`config.mk`:
```
export PLATFORM = sky130hd
export DESIGN_NAME = mem_bist_ctrl
export DESIGN_NICKNAME = d
export VERILOG_FILES = /design/src/rtl/mem_pkg.sv /design/src/rtl/mem_bist_pattern.sv /design/src/rtl/mem_bist_ctrl.sv
export SDC_FILE = /design/constraint.sdc
export NUM_CORES = 1
export LEC_CHECK = 0
export CAP_MARGIN = 40
export CORE_MARGIN = 2
export CORE_UTILIZATION = 40
export DETAILED_ROUTE_END_ITERATION = 8
export GPL_TIMING_DRIVEN = 1
export HOLD_SLACK_MARGIN = 0.1
export SLEW_MARGIN = 20
export SYNTH_ARGS = -nofsm -noshare
export SYNTH_HDL_FRONTEND = slang
export SYNTH_SLANG_ARGS = --single-unit
```
`constraint.sdc`:
```
create_clock -name clk -period 3.2 [get_ports clk]
set_clock_uncertainty 0.1 [all_clocks]
set_input_delay 0.64 -clock clk [delete_from_list [all_inputs] [get_ports clk]]
set_output_delay 0.64 -clock clk [all_outputs]
set_load 0.01 [all_outputs]
```
`src/rtl/mem_pkg.sv`:
```
// Shared definitions for the 16x8 memory block, its BIST master and benches.
package mem_pkg;

    localparam int MEM_DEPTH      = 16;
    localparam int MEM_WIDTH      = 8;
    localparam int MEM_ADDR_WIDTH = $clog2(MEM_DEPTH);

    // BIST sequencer states: one request cycle followed by a wait-for-ready phase
    typedef enum logic [2:0] {
        IDLE,
        WR_REQ,
        WR_WAIT,
        RD_REQ,
        RD_WAIT,
        DONE
    } bist_state_e;

endpackage

```
`src/rtl/mem_bist_pattern.sv`:
```
// Expected-data generator: (seed ^ zero-extended addr), inverted on the second pass.
module mem_bist_pattern #(
    parameter int WIDTH      = 8,
    parameter int ADDR_WIDTH = 4
) (
    input  logic [ADDR_WIDTH-1:0] addr,
    input  logic [WIDTH-1:0]      seed,
    input  logic                  pass,
    output logic [WIDTH-1:0]      pattern
);

    // Cast both zero-extends a narrow address and truncates a wide one
    always_comb begin
        pattern = (seed ^ WIDTH'(addr)) ^ {WIDTH{pass}};
    end

endmodule

```
`src/rtl/mem_bist_ctrl.sv`:
```
// Two-pass write/read-compare BIST master for a valid/ready single-port memory.
module mem_bist_ctrl
    import mem_pkg::*;
#(
    parameter int DEPTH      = MEM_DEPTH,
    parameter int WIDTH      = MEM_WIDTH,
    parameter int ADDR_WIDTH = (DEPTH > 1) ? $clog2(DEPTH) : 1,
    parameter int TIMEOUT    = 15
) (
    input  logic                  clk,
    input  logic                  rst,
    input  logic                  start,
    input  logic [WIDTH-1:0]      seed,
    output logic                  valid,
    output logic                  wr_rd,
    output logic [ADDR_WIDTH-1:0] addr,
    output logic [WIDTH-1:0]      wdata,
    input  logic [WIDTH-1:0]      rdata,
    input  logic                  ready,
    output logic                  busy,
    output logic                  done,
    output logic                  fail,
    output logic [ADDR_WIDTH-1:0] fail_addr,
    output logic [ADDR_WIDTH+1:0] err_count
);

    localparam int TMO_W = $clog2(TIMEOUT + 1);
    localparam int ERR_W = ADDR_WIDTH + 2;
    localparam logic [ADDR_WIDTH-1:0] LAST_ADDR = ADDR_WIDTH'(DEPTH - 1);
    localparam logic [TMO_W-1:0]      TMO_LAST  = TMO_W'(TIMEOUT - 1);

    bist_state_e           state_q, state_d;
    logic                  pass_q, pass_d;
    logic [ADDR_WIDTH-1:0] addr_q, addr_d;
    logic [TMO_W-1:0]      tmo_q, tmo_d;
    logic [WIDTH-1:0]      seed_q, seed_d;
    logic                  valid_q, valid_d;
    logic                  wr_rd_q, wr_rd_d;
    logic [WIDTH-1:0]      wdata_q, wdata_d;
    logic                  busy_q, busy_d;
    logic                  done_q, done_d;
    logic                  fail_q, fail_d;
    logic [ADDR_WIDTH-1:0] fail_addr_q, fail_addr_d;
    logic [ERR_W-1:0]      err_q, err_d;

    logic                  err_evt;
    logic                  tmo_hit;
    logic                  last_addr;
    logic [WIDTH-1:0]      pat_cur;
    logic [WIDTH-1:0]      pat_nxt;

    // Pattern for the access in flight (read compare)
    mem_bist_pattern #(.WIDTH(WIDTH), .ADDR_WIDTH(ADDR_WIDTH)) u_pat_cur (
        .addr    (addr_q),
        .seed    (seed_q),
        .pass    (pass_q),
        .pattern (pat_cur)
    );

    // Pattern for the next request, so wdata is registered alongside valid
    mem_bist_pattern #(.WIDTH(WIDTH), .ADDR_WIDTH(ADDR_WIDTH)) u_pat_nxt (
        .addr    (addr_d),
        .seed    (seed_d),
        .pass    (pass_d),
        .pattern (pat_nxt)
    );

    assign tmo_hit   = (tmo_q == TMO_LAST);
    assign last_addr = (addr_q == LAST_ADDR);

    // State and output registers; reset aborts a run and discards its results
    always_ff @(posedge clk) begin
        if (rst) begin
            state_q     <= IDLE;
            pass_q      <= 1'b0;
            addr_q      <= '0;
            tmo_q       <= '0;
            valid_q     <= 1'b0;
            wr_rd_q     <= 1'b0;
            wdata_q     <= '0;
            busy_q      <= 1'b0;
            done_q      <= 1'b0;
            fail_q      <= 1'b0;
            fail_addr_q <= '0;
            err_q       <= '0;
        end else begin
            state_q     <= state_d;
            pass_q      <= pass_d;
            addr_q      <= addr_d;
            tmo_q       <= tmo_d;
            valid_q     <= valid_d;
            wr_rd_q     <= wr_rd_d;
            wdata_q     <= wdata_d;
            busy_q      <= busy_d;
            done_q      <= done_d;
            fail_q      <= fail_d;
            fail_addr_q <= fail_addr_d;
            err_q       <= err_d;
        end
    end

    // Seed is pure data, only meaningful after an accepted start
    always_ff @(posedge clk) begin
        seed_q <= seed_d;
    end

    // Next-state: sequencing, timeout and error bookkeeping
    always_comb begin
        state_d     = state_q;
        pass_d      = pass_q;
        addr_d      = addr_q;
        tmo_d       = tmo_q;
        seed_d      = seed_q;
        fail_d      = fail_q;
        fail_addr_d = fail_addr_q;
        err_d       = err_q;
        err_evt     = 1'b0;

        case (state_q)
            IDLE, DONE: begin
                if (start) begin
                    seed_d      = seed;
                    pass_d      = 1'b0;
                    addr_d      = '0;
                    fail_d      = 1'b0;
                    fail_addr_d = '0;
                    err_d       = '0;
                    state_d     = WR_REQ;
                end
            end
            WR_REQ: begin
                tmo_d   = '0;
                state_d = WR_WAIT;
            end
            RD_REQ: begin
                tmo_d   = '0;
                state_d = RD_WAIT;
            end
            WR_WAIT: begin
                if (ready || tmo_hit) begin
                    err_evt = !ready;
                    if (last_addr) begin
                        addr_d  = '0;
                        state_d = RD_REQ;
                    end else begin
                        addr_d  = addr_q + 1'b1;
                        state_d = WR_REQ;
                    end
                end else begin
                    tmo_d = tmo_q + 1'b1;
                end
            end
            RD_WAIT: begin
                if (ready || tmo_hit) begin
                    // A timed-out read has no data to compare; the timeout is the error
                    err_evt = ready ? (rdata != pat_cur) : 1'b1;
                    if (last_addr) begin
                        if (!pass_q) begin
                            pass_d  = 1'b1;
                            addr_d  = '0;
                            state_d = WR_REQ;
                        end else begin
                            state_d = DONE;
                        end
                    end else begin
                        addr_d  = addr_q + 1'b1;
                        state_d = RD_REQ;
                    end
                end else begin
                    tmo_d = tmo_q + 1'b1;
                end
            end
            default: state_d = IDLE;
        endcase

        if (err_evt) begin
            fail_d = 1'b1;
            if (!fail_q) begin
                fail_addr_d = addr_q;
            end
            err_d = (&err_q) ? err_q : err_q + 1'b1;
        end
    end

    // Output decode from the next state so every port comes straight from a flop
    always_comb begin
        valid_d = (state_d == WR_REQ) || (state_d == RD_REQ);
        wr_rd_d = (state_d == WR_REQ) || (state_d == WR_WAIT);
        wdata_d = (state_d == WR_REQ) ? pat_nxt : wdata_q;
        busy_d  = (state_d != IDLE) && (state_d != DONE);
        done_d  = (state_d == DONE);
    end

    assign valid     = valid_q;
    assign wr_rd     = wr_rd_q;
    assign addr      = addr_q;
    assign wdata     = wdata_q;
    assign busy      = busy_q;
    assign done      = done_q;
    assign fail      = fail_q;
    assign fail_addr = fail_addr_q;
    assign err_count = err_q;

endmodule

```
# After elaboration in Yosys (flattened, before gate mapping)
# Index checks and enable logic that the tools add are counted.
[op_classes]
magnitude_cmp = 0
n_reduce_logical = 17
n_mul = 0
shifts = 0
addsub = 3
n_eq_ne = 15
bitwise = 4
n_div = 0
mux = 37
[ops]
columns = ["cell", "n"]
rows = [
  ["$mux W4", 11],
  ["$mux W6", 4],
  ["$mux W8", 2],
  ["$xor A8 B4 Y8", 2],
  ["$xor A8 B8 Y8", 2],
  ["$mux W3", 5],
  ["$pmux W3 S5", 1],
  ["$eq A3 B2 Y1 const B", 4],
  ["$pmux W4 S3", 1],
  ["$eq A3 B3 Y1 const B", 3],
  ["$mux W1", 9],
  ["$add A4 B1 Y4 const B", 2],
  ["$eq A4 B4 Y1 const B", 2],
  ["$ne A8 B8 Y1", 1],
  ["$pmux W4 S2", 1],
  ["$add A6 B1 Y6 const B", 1],
  ["$eq A3 B1 Y1 const B", 2],
  ["$reduce_and A6 Y1", 1],
  ["$reduce_bool A2 Y1", 3],
  ["$reduce_or A2 Y1", 3],
  ["$ne A2 B2 Y1 const B", 2],
  ["$pmux W1 S2", 2],
  ["$reduce_and A2 Y1", 2],
  ["$logic_not A3 Y1", 1],
  ["7 further kinds", 9],
]
[totals]
ff_bits = 43
latchBits = 0
memories = 0
out_inout_bits = 27
romBits = 0
ram_bits = 0
word_cells = 89

# Depth between registers and ports, before layout
# Gate-level depths: netlist of the first run.
[logic_depth]
word_depth = 8
mapped_depth = 10
mapped_depth_nobuf = 8

# Cells and area by module
# From an unflattened synthesis of the first run, not the netlist that was laid out.
[hier_totals]
hier_cells = 245
area_unflattened_um2 = 2374.8
[by_module_without_submodules]
columns = ["mod", "area_per_inst_um2", "n_inst", "cells_per_inst", "seq_area_each_um2"]
rows = [
  ["mem_bist_ctrl", 2092.0, 1, 227, 860.8],
  ["mem_bist_pattern", 141.4, 2, 9, 0.0],
]

# Worst setup path after synthesis of the first run
# OpenSTA, ideal clock, no wires.
[synth_timing]
path_type = "reg-to-reg"
startpoint = "reg tmo_q[0]"
endpoint = "reg wdata_q[2], in the netlist wdata[2]"
path_stages_with_launch = 10
t_required_ps = 3014
path_slack_ps = 866
n_path_buf = 1
synth_period_minus_slack_ps = 2334
arrival_time_ps = 2149
setup_ps = 86
cell_sequence = "dfxtp_1 -> inv_1 -> ha_1 -> a31o_2 -> buf_2 -> a31oi_1 -> nor2_4 -> mux2_1 -> xnor2_1 -> a211oi_1"
[synth_between]
elab_chain_cells = 6
elab_cells_between_ends = 13
classes_between = "2 x eq/ne; 8 x mux; 2 x bitwise; 1 x reduce/logical"
[synth_lines]
columns = ["element", "line_no", "rtl"]
rows = [
  ["from (decl)", "mem_bist_ctrl.sv:35", "logic [TMO_W-1:0] tmo_q, tmo_d;"],
  ["from (signal assigned)", "mem_bist_ctrl.sv:90", "tmo_q <= tmo_d;"],
  ["$eq A4 B4 Y1 *", "mem_bist_ctrl.sv:68", "assign tmo_hit = (tmo_q == TMO_LAST);"],
  ["$logic_or A1 B1 Y1 *", "mem_bist_ctrl.sv:140, mem_bist_ctrl.sv:154", ""],
  ["$mux W4 (on tied branches)", "mem_bist_ctrl.sv:154, mem_bist_ctrl.sv:140", ""],
  ["$pmux W4 S3", "mem_bist_ctrl.sv:119", "case (state_q)"],
  ["$xor A8 B4 Y8", "mem_bist_pattern.sv:14", "pattern = (seed ^ WIDTH'(addr)) ^ {WIDTH{pass}};"],
  ["$xor A8 B8 Y8", "mem_bist_pattern.sv:14", ""],
  ["to (signal assigned)", "mem_bist_ctrl.sv:93", "wdata_q <= wdata_d;"],
  ["to (decl)", "mem_bist_ctrl.sv:39", "logic [WIDTH-1:0] wdata_q, wdata_d;"],
]
# Mark *: on every way between the ends. The rest lies on a longest branch, timed or not.
# A chain may end at the register's enable or synchronous reset.

# Worst setup path after layout of the first run
[layout_timing]
startpoint = "in rdata[5]"
endpoint = "reg err_q[3], in the netlist err_count[3]"
[layout_between]
elab_chain_cells = 6
elab_cells_between_ends = 9
classes_between = "2 x eq/ne; 4 x mux; 3 x reduce/logical"
[layout_lines]
columns = ["element", "line_no", "rtl"]
rows = [
  ["from (decl)", "mem_bist_ctrl.sv:18", "input logic [WIDTH-1:0] rdata,"],
  ["$ne A8 B8 Y1 *", "mem_bist_ctrl.sv:156", "err_evt = ready ? (rdata != pat_cur) : 1'b1;"],
  ["$mux W1 *", "mem_bist_ctrl.sv:156", ""],
  ["$mux W1 *", "mem_bist_ctrl.sv:154", "if (ready || tmo_hit) begin"],
  ["$pmux W1 S2 *", "mem_bist_ctrl.sv:119", ""],
  ["$ne A2 B2 Y1 (no source line) or $reduce_bool A2 Y1 (tied branches)", "n/a", ""],
  ["$reduce_and A3 Y1 (no source line)", "n/a", ""],
  ["to (signal assigned)", "mem_bist_ctrl.sv:98", "err_q <= err_d;"],
  ["to (decl)", "mem_bist_ctrl.sv:44", "logic [ERR_W-1:0] err_q, err_d;"],
]
# Marks and branches as above.

==> results of run 1 <==
## metrics by stage
step                      power (mW)  hold WS [ps]  setup slack, ps  instances  cell area [um2]
final                           1.31           355              544        391             2930
after global routing            1.38           387              409        391             2930
after CTS                       1.33           357              544        391             2930
after detailed placement       0.897           345              234        383             2820
after global placement         0.894           340              271        383             2820
after floorplan                0.792           358              866        269             2270
## cells by family (layout without fill, tap and decap cells)
family,count (synthesis),in the layout,share of synthesized area
xor gates and xnor gates,26,26,0.100
AOI/OAI and AO/OA,69,69,0.206
buffers and inverters,20,70,0.0419
and+or+nand+nor,103,103,0.231
adders and majority gates,4,4,0.0221
muxes,4,4,0.0188
DFF,43,43,0.380
## sequential cells by signal, summed over array words and instances (netlist names)
register / flops
err_count: 6
fail_addr: 4
state_q: 3
wdata: 8
tmo_q: 4
seed_q: 8
fail: 1
valid: 1
done: 1
addr: 4
busy: 1
pass_q: 1
wr_rd: 1
## path summary, 6_finish.rpt
check	slack, ps	depth (start not counted)	start	end
min reg2reg	360	2	wdata[5]	wdata[5]
max reg2reg	690	7	state_q[2]	err_count[4]
max	540	8	rdata[5]	err_count[3]
min	360	2	wdata[5]	wdata[5]
## area by class of cell
type,count,area [um2],area share
multi-input cells,206,1310,0.448
inverters,7,26.3,0.00897
clock buffers,5,68.8,0.0235
repair buffers,55,528,0.180
clock inverters,3,43.8,0.0150
flip-flops and latches,43,861,0.294
well taps,72,90.1,0.0308
## tightest hold or removal path, stage by stage, from the launching register on
cell and delay (ps):
dfxtp_1 320, nand2_1 50, a21oi_1 50
## Yosys cell counts (all sizes together) (3+ instances only)
library cell | n | area share
nand3 | 14 | 0.031
a211oi | 3 | 0.012
o211ai | 10 | 0.033
nor2b | 9 | 0.025
dfxtp | 43 | 0.38
o21ai | 10 | 0.022
xnor2 | 12 | 0.046
nand3b | 3 | 0.0099
buf | 9 | 0.024
nor3b | 3 | 0.012
a31oi | 4 | 0.011
nor2 | 14 | 0.026
and2 | 3 | 0.0083
nand2b | 3 | 0.0083
nor3 | 5 | 0.011
clkbuf | 4 | 0.0066
a21oi | 23 | 0.054
ha | 4 | 0.022
inv | 7 | 0.012
nand2 | 37 | 0.061
xor2 | 14 | 0.054
## per-layer routing
layer,GRT usage,share of wire,up-vias
met1,0.247,0.50,943
met2,0.297,0.47,30
met5,0,0,-
met3,0.0398,0.031,2
met4,0.0517,0.0046,0
li1,-,-,1059
## power groups by stage
stage | logic [mW] | clock network, mW | registers [mW]
final | 0.274 | 0.428 | 0.609
after global routing | 0.306 | 0.462 | 0.615
after CTS | 0.277 | 0.440 | 0.609
after detailed placement | 0.275 | 0 | 0.622
after global placement | 0.274 | 0 | 0.621
after floorplan | 0.171 | 0 | 0.621
==> flow_summary.yaml, run 1 <==
drt:
  ant_nets: 0
  wl_mm: 5.38
  drtIter0Drc: 59
  vias: 2034
  dr.pass1.iters: 4
  remaining_drc_errors: 0
  viasPerCell: 5.20
  wl_per_cell_um: 13.8
sta:
  finalSetupViolCount: 0
  post-route-period-util: 0.830
  period_needed_ps: 2660
  rsz0062_at_grt: "no"
  tightest_slew_ps: 629
  report.final.hold_viol_count: 0
  maxSlewViolCount: 0
  tns_ps: 0
  maxSlewHeadroom: 0.579
  fmax_mhz: 377
clock_tree:
  cts_tree: "built"
  post_cts_buffers: 0
  cts_made_buffers: 5
  cts_resized: 0
  clock_sinks: 43
  htreeDepth: 2
  insertion_delay_ps: 300
  cts-root-buf: "clkbuf_8"
  holdBufCountCts: 0
  cts_max_path_buffers: 2
  clkTransAtPathRegs_ps: 90
setup_path:
  crit_required_ps: 3280
  worstPathCellList: "clkdlybuf4s50_1 > xor2_1 > or4_1 > a211oi_2 > a31o_1 > buf_4 > or2_1 > o31ai_1"
  critPathLaunchType: "input pin"
  critPathSlowestCell: "or4_1"
  critPathKind: "in2reg"
  end_kind: "flop"
  worstPathMaxFanout: 8
  cp.arrival_ps: 2740
  crit_family: "compound AO/OA/AOI/OAI gates"
  crit_buf_inv: 2
  cpPeakStageDelay_ps: 530
synthesis:
  yosysWarnings: 0
  synth-seq-cells: 43
  syn-num-nets: 293
  synth_top_flop_cell: "dfxtp_1"
  async_reset_ff_frac: 0
  synth_edf_count: 0
  avgSynthCellArea_um2: 8.43
  synth.distinct_cells: 55
  ys_seq_area_frac: 0.380
  syn_area_um2: 2270
  syn-instance-count: 269
flow_run:
  max-cap-violations: 0
final_layout:
  final_common_cell: "clkdlybuf4s50_1"
  fillers: 530
  final_cell_mix: "clkdlybuf4s50_1, dfxtp_1, nand2_1"
  fin_util: 0.532
  diodes: 0
  num-nets-final: 342
  area_growth_pct: 29.2
  drive_above_1_share: 0.0815
floorplanning:
  rows: 27
  start_util: 0.412
  die-area_um2: 6290
  ios: 47
  die_x_um: 79.3
  die_y_um: 79.3
  core-area_um2: 5510
run_status:
  outcome: "finished clean"
power:
  seqPwrFrac: 0.465
  p_comb_frac: 0.209
  leakagePower_nw: 1.05
  p_sw_uw: 368
  cellPowerDensity_nw_per_um2: 448
  ir_worst_vdd_uv: 249
  power_frac_clock: 0.326
  p_int_uw: 944
  swShare: 0.281
place:
  portBuffers: 46
  hpwl_mm: 3.98
  gp_congestion: 0.750
global_routing:
  grt_pass1_vias: 1945
  grt_pass1_wl_mm: 9.18
  antenna_found_initial: 0
  grt_max_degree: 15
  grt_usage: 0.184
  grt_overflow_total: 0
min_path:
  min_path_type: "reg2reg"
No activity file was read; power rests on OpenSTA's default activity.
==> inputs of run 2 (changes only) <==
Settings changed: PLACE_DENSITY set to 0.67.
Clock period 3.2 ns to 2.3 ns, I/O delays scaled along.
==> run 2 against run 1 <==
  * Hold slack barely moved
  * Clock power rose by 43%
  * Routed wire length rose by 4.4%
  * Design area rose by 7.3%
  * Non-clock buffer count rose by 21
  * Cell count rose by 5.4%
  * Highest routed layer unchanged
  * Die area did not move
  * Largest cell class unchanged
  * Register-to-register slack got worse by 600 ps
  * Via count rose by 5.0%
==> flow_summary.yaml, run 2 (synthesis results as in run 1) <==
global_routing:
  grt_max_degree: 19
  antenna_found_initial: 0
  grt_overflow_total: 0
  grt_pass1_vias: 2031
  grt_pass1_wl_mm: 9.19
  grt_usage: 0.186
sta:
  worst_slack_ps: 57.7
  period_needed_ps: 2240
  fmax_mhz: 446
  tightest_slew_ps: 572
  report.final.hold_viol_count: 0
  post-route-period-util: 0.975
  finalSetupViolCount: 0
  maxSlewHeadroom: 0.617
  maxSlewViolCount: 0
setup_path:
  reg2reg_depth: 7
  critPathLaunchType: "input pin"
  worstPathMaxFanout: 8
  cp.arrival_ps: 2380
  critPathKind: "in2reg"
  end_kind: "flop"
  crit_required_ps: 2430
run_status:
  outcome: "finished clean"
place:
  gp_congestion: 0.840
  dpl_worst_slack_ps: -319
  hpwl_mm: 4.23
  portBuffers: 46
min_path:
  whs_path_depth: 2
  min_path_type: "reg2reg"
final_layout:
  num-nets-final: 363
  regArea_um2: 862
  fillers: 507
  diodes: 0
  fin_util: 0.571
  drive_above_1_share: 0.153
  multi_input_area_um2: 1340
  area_growth_pct: 38.6
  final_cell_mix: "dfxtp_1, clkdlybuf4s50_1, nand2_1"
drt:
  ant_nets: 0
  drtIter0Drc: 95
  viasPerCell: 5.18
  remaining_drc_errors: 0
  dr.pass1.iters: 4
  wl_per_cell_um: 13.6
  wl_mm: 5.62
  vias: 2136
floorplanning:
  core-area_um2: 5510
  start_util: 0.412
  rows: 27
  die_x_um: 79.3
  die_y_um: 79.3
  ios: 47
  die-area_um2: 6290
power:
  cellPowerDensity_nw_per_um2: 597
  ir_worst_vdd_uv: 270
  leakagePower_nw: 1.21
clock_tree:
  insertion_delay_ps: 300
  holdBufCountCts: 0
  clock_sinks: 43
  cts_max_path_buffers: 2
  htreeDepth: 2
  post_cts_buffers: 0
  cts_tree: "built"
  clkTransAtPathRegs_ps: 80
  cts_made_buffers: 5
  cts-root-buf: "clkbuf_8"
flow_run:
  max-cap-violations: 0
## run 2: cell types whose count changed in the layout (fill, tap and decap cells not counted), sizes merged
| cell | change |
|---|---|
| dlymetal6s2s | +4 |
| clkdlybuf4s50 | -4 |
| clkbuf | +1 |
| buf | +21 |
| clkinv | -1 |
## run 2: metrics by stage
step	hold slack (ps)	TNS (ps)	power, mW	instances	instance area [um2]
6_report	355	0	1.88	412	3140
5_1_grt	378	-5.59	1.99	412	3140
4_1_cts	358	0	1.89	412	3100
3_5_place_dp	346	-4590	1.28	404	2980
3_3_place_gp	342	-4640	1.27	404	2980
2_1_floorplan	358	0	1.10	269	2270
## run 2: per-layer routing
metal,wire [um],global-route usage,up-vias,part of all wire
met5,0,0,-,0
met4,51,0.0586,0,0.0091
met3,233,0.0443,5,0.041
met2,2760,0.316,40,0.49
met1,2580,0.231,990,0.46
li1,-,-,1101,-
## run 2: layout make-up
type,instances,area share
clock buffers,6,0.0263
clock inverters,2,0.0111
repair buffers,76,0.224
multi-input cells,206,0.428
inverters,7,0.00836
flip-flops and latches,43,0.274
well taps,72,0.0287
## run 2: final timing paths
check / startpoint / endpoint / slack (ps)
worst max-delay path: rdata[2] / err_count[4] / 60
worst min-delay path: wdata[5] / wdata[5] / 360
worst max register to register: state_q[2] / err_count[4] / 90
worst min register to register: wdata[5] / wdata[5] / 360
## run 2: worst max-delay path, cell delays in order
cell and delay, ps:
clkdlybuf4s50_1 510, xor2_1 180, xnor2_1 90, and2_1 180
a31o_1 220, buf_6 140, or4_1 460, a21oi_1 150
## run 2: timing repair
| item | 4_1_cts | 5_1_grt |
|---|---|---|
| pin swaps | 5 | 8 |
| endpoints found under the setup margin | 5 | 18 |
| resized for setup | 0 | 11 |
## run 2: report_power, final
group / internal (mW) / switching [mW]
Combinational: 0.215 / 0.208
Clock: 0.351 / 0.260
Sequential: 0.800 / 0.0421
Total: 1.37 / 0.510
==> inputs of run 3 (changes only) <==
Settings changed: ABC_CLOCK_PERIOD_IN_PS set to 2300, CAP_MARGIN 40 to 10, CELL_PAD_IN_SITES_DETAIL_PLACEMENT set to 2, CELL_PAD_IN_SITES_GLOBAL_PLACEMENT set to 2, CORE_UTILIZATION 40 to 27, PLACE_DENSITY 0.67 to not set, PLACE_DENSITY_LB_ADDON set to 0.1.
==> run 3 against run 2 <==
  * Fmax rose by 0.28%
  * Register-to-register slack barely moved
  * Cell count rose by 10%
  * Worst setup slack improved by 6.2 ps
  * Count of clock-buffer cells in the layout did not move
  * Routed wire length rose by 38%
  * Hold slack improved by 12 ps
  * Core utilization fell by 16 points
  * Critical path type unchanged
  * Largest power group unchanged
==> flow_summary.yaml, run 3 (synthesis results as in run 1) <==
run_status:
  outcome: "finished clean"
drt:
  remaining_drc_errors: 0
  drtIter0Drc: 73
  wl_per_cell_um: 17.0
  dr.pass1.iters: 4
  vias: 2255
  viasPerCell: 4.97
  ant_nets: 0
  wl_mm: 7.74
setup_path:
  critPathSlowestCell: "clkdlybuf4s50_1"
  crit_required_ps: 2450
  rr_endpoint: "err_count[4]"
  worstPathMaxFanout: 7
  end_kind: "flop"
  cpPeakStageDelay_ps: 500
  r2r_slack_ps: 80
  crit_buf_inv: 2
  reg2reg_depth: 7
  critPathLaunchType: "input pin"
  worstPathCellList: "clkdlybuf4s50_1 > xor2_2 > xnor2_2 > a211oi_4 > a31o_4 > buf_6 > or4_4 > a21oi_2"
  regToRegStartpoint: "state_q[2]"
  critPathKind: "in2reg"
  cp.arrival_ps: 2380
  crit_family: "buffers and inverters"
global_routing:
  grt_pass1_vias: 2483
  grt_overflow_total: 0
  antenna_found_initial: 0
  grt_max_degree: 15
  grt_pass1_wl_mm: 12.5
  grt_usage: 0.176
final_layout:
  fin_util: 0.413
  num-nets-final: 372
  final_common_cell: "dfxtp_1"
  drive_above_1_share: 0.226
  area_growth_pct: 48.8
  diodes: 0
  fillers: 916
  fin_cells: 454
  final_cell_mix: "dfxtp_1, clkdlybuf4s50_1, nand2_1"
place:
  dpl.cell_count: 445
  gp_congestion: 0.743
  hpwl_mm: 5.85
  portBuffers: 46
clock_tree:
  htreeDepth: 2
  clkTransAtPathRegs_ps: 100
  cts_tree: "built"
  cts_max_path_buffers: 2
  cts-root-buf: "clkbuf_8"
  insertion_delay_ps: 300
  cts_made_buffers: 5
  clock_sinks: 43
floorplanning:
  die_y_um: 95.6
  die-area_um2: 9150
  die_x_um: 95.6
  start_util: 0.277
  ios: 47
  core-area_um2: 8180
  rows: 33
flow_run:
  max-cap-violations: 0
min_path:
  min_path_type: "reg2reg"
  whs_path_depth: 2
  hold_end: "wdata[6]"
  hold_start: "wdata[6]"
sta:
  period_needed_ps: 2240
  tightest_slew_ps: 396
  post-route-period-util: 0.972
  hold_slack_ps: 367
  maxSlewViolCount: 0
  fmax_mhz: 447
  maxSlewHeadroom: 0.735
  finalSetupViolCount: 0
  report.final.hold_viol_count: 0
power:
  cellPowerDensity_nw_per_um2: 591
  ir_worst_vdd_uv: 319
  total_power_mw: 1.99
  leakagePower_nw: 1.31
run 3: cell count changes in the layout (fill, tap and decap cells not counted), sizes merged:
| cell | before | now |
|---|---|---|
| buf | 30 | 39 |
| clkdlybuf4s50 | 42 | 38 |
| dlygate4sd2 | 0 | 2 |
| dlymetal6s2s | 4 | 6 |
run 3: layout make-up:
cell class / count / area [um2] / share of cell area
tap: 105 / 131 / 0.0389
sequential: 43 / 862 / 0.255
inverter: 7 / 26.3 / 0.00779
clock inverter: 2 / 35.0 / 0.0104
timing repair buffer: 85 / 786 / 0.233
multi-input combinational: 206 / 1450 / 0.430
clock buffer: 6 / 82.6 / 0.0245
run 3: how the worst max path moves through the flow:
stage	start	to	slack [ps]	depth (start not counted)
finish	rdata[1]	err_count[4]	60	8
global route	seed_q[7]	err_count[2]	-5	7
CTS	rdata[5]	err_count[1]	-10	8
detailed placement	rdata[5]	err_count[1]	-380	8
global placement	rdata[5]	err_count[3]	-350	8
floorplan	tmo_q[0]	wdata[2]	100	9
run 3: power breakdown:
group | switching (mW) | total (mW) | internal [mW]
combinational | 0.253 | 0.504 | 0.251
clock | 0.289 | 0.641 | 0.352
sequential | 0.0482 | 0.849 | 0.801
total | 0.590 | 1.99 | 1.40
run 3: layer usage:
layer  global-route usage  wire (um)  vias to the layer above
li1                     -          -                     1110
met1                0.216       3450                     1110
met2                0.322       4040                       29
met3               0.0285        188                        6
met4               0.0345         65                        0
met5                    0          0                        -
run 3: tightest hold or removal path, delay by kind of cell, from the launching register on:
| family | cells | cell delay [ps] |
|---|---|---|
| compound gates | 1 | 50 |
| flops | 1 | 320 |
| simple gates | 1 | 50 |
run 3: through the flow:
step | TNS (ps) | setup slack [ps] | area, um2
floorplan | 0 | 100 | 2270
global placement | -6540 | -346 | 3090
detailed placement | -6750 | -378 | 3090
CTS | -10.9 | -10.9 | 3230
global route | -6.85 | -4.69 | 3370
finish | 0 | 63.8 | 3370
run 3: repair_timing:
item / in CTS / in global routing
gates resized for setup: 5 / 29
hold buffers: 0 / 0
endpoints found under the setup margin: 11 / 12
pin swaps: 5 / 10
setup buffers: 0 / 1
